**src/rtl/systolic_array_ctrl.sv**
```systemverilog
// Sequencer for an NxN output-stationary systolic array: clears the accumulators,
// streams K skewed A/B vectors from single-port buffers, drains, then pulses done.
module systolic_array_ctrl #(
    parameter int N      = 8,
    parameter int DATA_W = 8,
    parameter int K_MAX  = 8
) (
    input  logic                       clk,
    input  logic                       rst,
    input  logic                       start,
    input  logic [$clog2(K_MAX+1)-1:0] k_len,
    output logic                       busy,
    output logic                       done,
    output logic                       a_rd_en,
    output logic [$clog2(K_MAX)-1:0]   a_rd_addr,
    input  logic [N*DATA_W-1:0]        a_rd_data,
    output logic                       b_rd_en,
    output logic [$clog2(K_MAX)-1:0]   b_rd_addr,
    input  logic [N*DATA_W-1:0]        b_rd_data,
    output logic                       arr_clr,
    output logic [N*DATA_W-1:0]        arr_a_in,
    output logic [N*DATA_W-1:0]        arr_b_in
);

    localparam int KW = $clog2(K_MAX+1);
    localparam int AW = $clog2(K_MAX);
    localparam int DW = $clog2(2*N);
    localparam logic [KW-1:0] K_MAX_V    = KW'(K_MAX);
    localparam logic [DW-1:0] DRAIN_LAST = DW'(2*N-1);

    typedef enum logic [2:0] {IDLE, CLEAR, FEED, DRAIN, DONE} state_t;

    state_t              state, state_nx;
    logic [KW-1:0]       k_q;
    logic [AW-1:0]       f_q;
    logic [DW-1:0]       d_q;
    logic                rd_vld_q;
    logic [N*DATA_W-1:0] a_cap, b_cap;

    always_ff @(posedge clk or negedge rst) begin
        if (!rst) state <= IDLE;
        else      state <= state_nx;
    end

    always_comb begin
        state_nx = state;
        busy     = 1'b0;
        done     = 1'b0;
        a_rd_en  = 1'b0;
        arr_clr  = 1'b0;
        case (state)
            IDLE: begin
                if (start) state_nx = CLEAR;
            end
            CLEAR: begin
                busy     = 1'b1;
                arr_clr  = 1'b1;
                state_nx = (k_q == '0) ? DONE : FEED;
            end
            FEED: begin
                busy    = 1'b1;
                a_rd_en = 1'b1;
                if (KW'(f_q) == k_q - KW'(1)) state_nx = DRAIN;
            end
            DRAIN: begin
                busy = 1'b1;
                if (d_q == DRAIN_LAST) state_nx = DONE;
            end
            DONE: begin
                done     = 1'b1;
                state_nx = IDLE;
            end
            default: state_nx = IDLE;
        endcase
    end

    // f_q returns to 0 as FEED ends, so the address needs no extra gating.
    always_ff @(posedge clk or negedge rst) begin
        if (!rst) begin
            k_q      <= '0;
            f_q      <= '0;
            d_q      <= '0;
            rd_vld_q <= 1'b0;
        end else begin
            rd_vld_q <= a_rd_en;
            if (state == IDLE && start) k_q <= (k_len > K_MAX_V) ? K_MAX_V : k_len;
            f_q <= (state == FEED && state_nx == FEED) ? f_q + AW'(1) : '0;
            d_q <= (state == DRAIN) ? d_q + DW'(1) : '0;
        end
    end

    assign b_rd_en   = a_rd_en;
    assign a_rd_addr = f_q;
    assign b_rd_addr = f_q;

    assign a_cap = rd_vld_q ? a_rd_data : '0;
    assign b_cap = rd_vld_q ? b_rd_data : '0;

    assign arr_a_in[DATA_W-1:0] = a_cap[DATA_W-1:0];
    assign arr_b_in[DATA_W-1:0] = b_cap[DATA_W-1:0];

    // Lane g is delayed by g registers; zeros shift in when no read data is valid.
    for (genvar g = 1; g < N; g++) begin : g_skew
        logic [DATA_W-1:0] a_dl [g];
        logic [DATA_W-1:0] b_dl [g];

        always_ff @(posedge clk or negedge rst) begin
            if (!rst) begin
                for (int unsigned s = 0; s < g; s++) begin
                    a_dl[s] <= '0;
                    b_dl[s] <= '0;
                end
            end else if (arr_clr) begin
                for (int unsigned s = 0; s < g; s++) begin
                    a_dl[s] <= '0;
                    b_dl[s] <= '0;
                end
            end else begin
                a_dl[0] <= a_cap[g*DATA_W +: DATA_W];
                b_dl[0] <= b_cap[g*DATA_W +: DATA_W];
                for (int unsigned s = 1; s < g; s++) begin
                    a_dl[s] <= a_dl[s-1];
                    b_dl[s] <= b_dl[s-1];
                end
            end
        end

        assign arr_a_in[g*DATA_W +: DATA_W] = a_dl[g-1];
        assign arr_b_in[g*DATA_W +: DATA_W] = b_dl[g-1];
    end

endmodule

```
**config.mk**
```make
export PLATFORM = sky130hd
export DESIGN_NAME = systolic_array_ctrl
export DESIGN_NICKNAME = d
export VERILOG_FILES = /design/src/rtl/systolic_array_ctrl.sv
export SDC_FILE = /design/constraint.sdc
export NUM_CORES = 1
export LEC_CHECK = 0
export BUFFER_PORTS_ARGS = -buffer_cell sky130_fd_sc_hd__clkbuf_2
export CAP_MARGIN = 20
export CORE_MARGIN = 2
export CORE_UTILIZATION = 33
export DETAILED_ROUTE_END_ITERATION = 12
export PLACE_DENSITY = 0.56
export SYNTH_ARGS = -nofsm -noshare
export SYNTH_HDL_FRONTEND = slang
export SYNTH_SLANG_ARGS = --single-unit
```
**constraint.sdc**
```tcl
create_clock -name clk -period 2.4 [get_ports clk]
set_input_delay 0.36 -clock clk [delete_from_list [all_inputs] [get_ports clk]]
set_output_delay 0.36 -clock clk [all_outputs]
set_load 0.1 [all_outputs]
```
==> metrics.md <==
| Metric | Value |
|---|---|
| Max-slew violation count | 0 |
| Drt first pass iters | 4 |
| I/O Buffers | 273 |
| Total CTS buffers | 50 |
| Largest net degree at the start of global routing | between 150 and 200 |
| Fin. Hold Viols | 0 |
| Worst Max-Slew Pin Slew | around 600 ps |
| Worst path required time | slightly above 2000 ps |
| Slowest cell on crit path | dfrtp_4 |
| Psw | 10,300 uW |
| Core ar. | 48,600 sq um |
| Worst r2r path cells | 6 |
| Worst R2R End | state[0]$_DFF_PN0_ |
| Crit end category | primary output |
| First-pass GRT wire length | 45.6 mm |
| TNS Setup | 0 ps |
| Crit Reg-Reg Startpoint | k_q[0]$_DFFE_PN0P_ |
| Highest-count cells in the layout ignoring fill and taps | dfrtp_1, and2_1, clkbuf_2, and3_1, dlygate4sd3_1 |
| # DRC | 0 |
| Fillcell total | roughly 4,600 |
| Clock latency on the worst-skew pair | 580 ps |
| RD Place Congestion | 0.712 |
| Worst min-delay path category | input pin to register |
| Critical path data arrival time | 1910 ps |
| Layout cell share with drive strength beyond 1 | 25.8% |
| Number of synthesis warnings | 0 |
| Count of final setup violators | 0 |
| Mean Syn Cell Area | around 14 sq um |
| Tmin final | around 2300 ps |
| Total track usage | a little under an eighth |
| Nets@finish | 1,545 |
| Non-filler cells, final | approximately 2,100 |
| Most common cell after layout, fill and taps aside | dfrtp_1 |
| Initial antenna violation count | 3 |
| Buf/Inv on CP | 1 |
| DRC violation total after the first TritonRoute iteration | 499 |
| Leakage power | 0.0102 uW |
| Combinational power share | 31.3% |
| Syn Inst Count | between 1,000 and 1,500 |
| Clk sinks | 463 |
| Die ar. | 50,800 sq um |
| DP Wirelength | roughly 16 mm |
| Setup CP Type | register to primary output |
| Cell Chain, Critical Path | and2_1 > clkbuf_2 |
| Max_slew headroom | 59.7% |
| Worst setup path start | rd_vld_q$_DFF_PN0_ |
| Net Sw Frac | about two fifths |
| Hold EP | g_skew[5].b_dl[35]$_DFF_PN0_ |
| Via-to-Cell Ratio | 4.03 |
| I/O pin count | 274 |
| Placed Instances | 1,893 |
| Die Span X | about 230 um |
| Clock group share of total power | a little under 30% |
| Hold wc startpoint | b_rd_data[43] |
| Pwr Density | 1360 nW/um^2 |
| Internal power | ~17,000 uW |
| Largest stage delay on the critical path | approximately 670 ps |
| Remaining Overflow, GRT | 0 |
| Final Skew | around 16 ps |
| CTS Root Buffer Type | clkbuf_16 |
| Cell variety after synth | 26 |
| Netlist Area Pre-Place | 16,200 sq um |
| Drt wl/cell | 13.5 um |
| DR vias | 8,334 |
| Flop2flop setup slack | approximately 580 ps |
| Worst vdd ir | 890 uV |
| Period utilization | 94.7% |
| Area grow syn2layout | 22.4% |
| Syn nets | around 1,300 |
| Std-Cell Rows | 81 |
| Maxcap violations | 0 |
| H-tree levels | 2 |
| Max Clk Rate | 440 MHz |
| Status | finished clean |
| Vias in the first global route | 8,681 |
| Clock transition at the registers of the reported paths | 60 ps |
| Seq/Total Area, Yosys | 71.6% |
| Max Root-Sink Buffers | 3 |
| Post-DRT Antenna Nets | 0 |
| Flop pwr share | between 30% and 40% |
| Delay-heaviest family, CP | flip-flops |
| Core Util, Final | 40.7% |
| RSZ-0062 raised after global routing | no |
| Starting density of the core | approximately a third |
| Die Height | 225 um |
| Synth Register Bits | roughly 460 |
| Element type at the critical path start | register |
| Hold Path Cell Cnt | 2 |
| Routed WL | ~28 mm |
| CP Max Fanout | 50 |
| CTS tree | done |
## what timing repair did
item | CTS | global route
resized for setup | 0 | 2
hold buffers | 83 | 0
buffers inserted | 0 | 0
setup endpoints to repair | 0 | 2
endpoints found under the hold margin | 290 | 0
## sequential cells by signal, summed over array words and instances, names as in the netlist
register,flops
g_skew.a_dl,176
g_skew.b_dl,176
arr_a_in,48
arr_b_in,48
d_q,4
k_q,4
a_rd_addr,3
state,3
rd_vld_q,1
## metal layers
layer / routed length (um) / up-vias / GRT usage [%]
met2: 13300 / 193 / 17.9
li1: - / 4001 / -
met5: 11 / - / 0
met1: 11800 / 4069 / 14.1
met4: 855 / 2 / 4.76
met3: 1950 / 69 / 4.03
## worst register-to-register path, cell delays in order, from the launching register on
cell,delay [ps]
dfrtp_1,390
inv_1,80
ha_1,210
xor2_1,160
or4_1,500
and3_1,200
o311ai_2,200
## through the flow
stage               cell area, sq um  hold slack [ps]  total power [uW]  worst slack [ps]
global route                   19800            0.187             28400              4.46
global placement               17200              235             19200               590
detailed placement             17200              232             19300               599
finish                         19800             40.8             27000               128
CTS                            19800            0.458             27400              39.2
floorplan                      16200             64.4             18400               248
## kinds of logic after synthesis
kind of cell,after synthesis,share of synthesized area (%)
AOI/OAI and AO/OA,7,0.302
xor gates and xnor gates,6,0.325
adders and majority gates,4,0.309
buffers and inverters,169,8.31
DFF,463,71.6
muxes,1,0.0696
and+or+nand+nor,499,19.1
## cells in the mapped netlist
| library cell | n | share of area [%] |
|---|---|---|
| a21oi_1 | 1 | 0.031 |
| and2_1 | 353 | 14 |
| inv_1 | 5 | 0.12 |
| dfrtp_1 | 463 | 72 |
| nand3_1 | 2 | 0.062 |
| nor3_1 | 3 | 0.093 |
| xnor2_1 | 2 | 0.11 |
| nand2b_1 | 4 | 0.15 |
| ha_1 | 4 | 0.31 |
| a31oi_1 | 1 | 0.039 |
| or3b_1 | 1 | 0.054 |
| nand2_1 | 7 | 0.16 |
| nand3b_1 | 3 | 0.14 |
| xor2_1 | 4 | 0.22 |
| nand4bb_1 | 1 | 0.070 |
| buf_4 | 101 | 4.7 |
| buf_6 | 44 | 3.1 |
| clkbuf_1 | 19 | 0.44 |
| o311ai_2 | 1 | 0.10 |
| and3_1 | 113 | 4.4 |
| nor2_1 | 10 | 0.23 |
| mux2_2 | 1 | 0.070 |
| nor3b_1 | 1 | 0.046 |
| o21ai_0 | 3 | 0.093 |
| o22ai_1 | 1 | 0.039 |
| or4_1 | 1 | 0.046 |
## power by group through the flow
stage / Sequential, uW / Combinational, uW / Clock, uW
CTS: 10700 / 8550 / 8160
detailed placement: 10800 / 8430 / 0
floorplan: 11200 / 7160 / 0
global route: 10900 / 8930 / 8500
finish: 10700 / 8450 / 7840
global placement: 10800 / 8380 / 0
## worst max-delay path by stage
| stage | slack [ps] | cells after the start | to |
|---|---|---|---|
| after detailed placement | 600 | 6 | state[0]$_DFF_PN0_ |
| after global routing | 4 | 2 | arr_b_in[1] |
| after global placement | 590 | 6 | state[0]$_DFF_PN0_ |
| after floorplan | 250 | 5 | arr_clr |
| after CTS | 40 | 3 | arr_clr |
| final | 130 | 2 | arr_b_in[1] |
## cell type report
| cell class | count | area (sq um) | area share [%] |
|---|---|---|---|
| flip-flops and latches | 463 | 11600 | 58.5 |
| multi-input cells | 517 | 3250 | 16.4 |
| repair buffers | 369 | 2430 | 12.3 |
| clock buffers | 71 | 1470 | 7.43 |
| well taps | 622 | 778 | 3.93 |
| clock inverters | 18 | 258 | 1.30 |
| inverters | 5 | 18.8 | 0.0948 |
| diodes | 2 | 5.00 | 0.0253 |
Power figures use the tool's default switching activity.
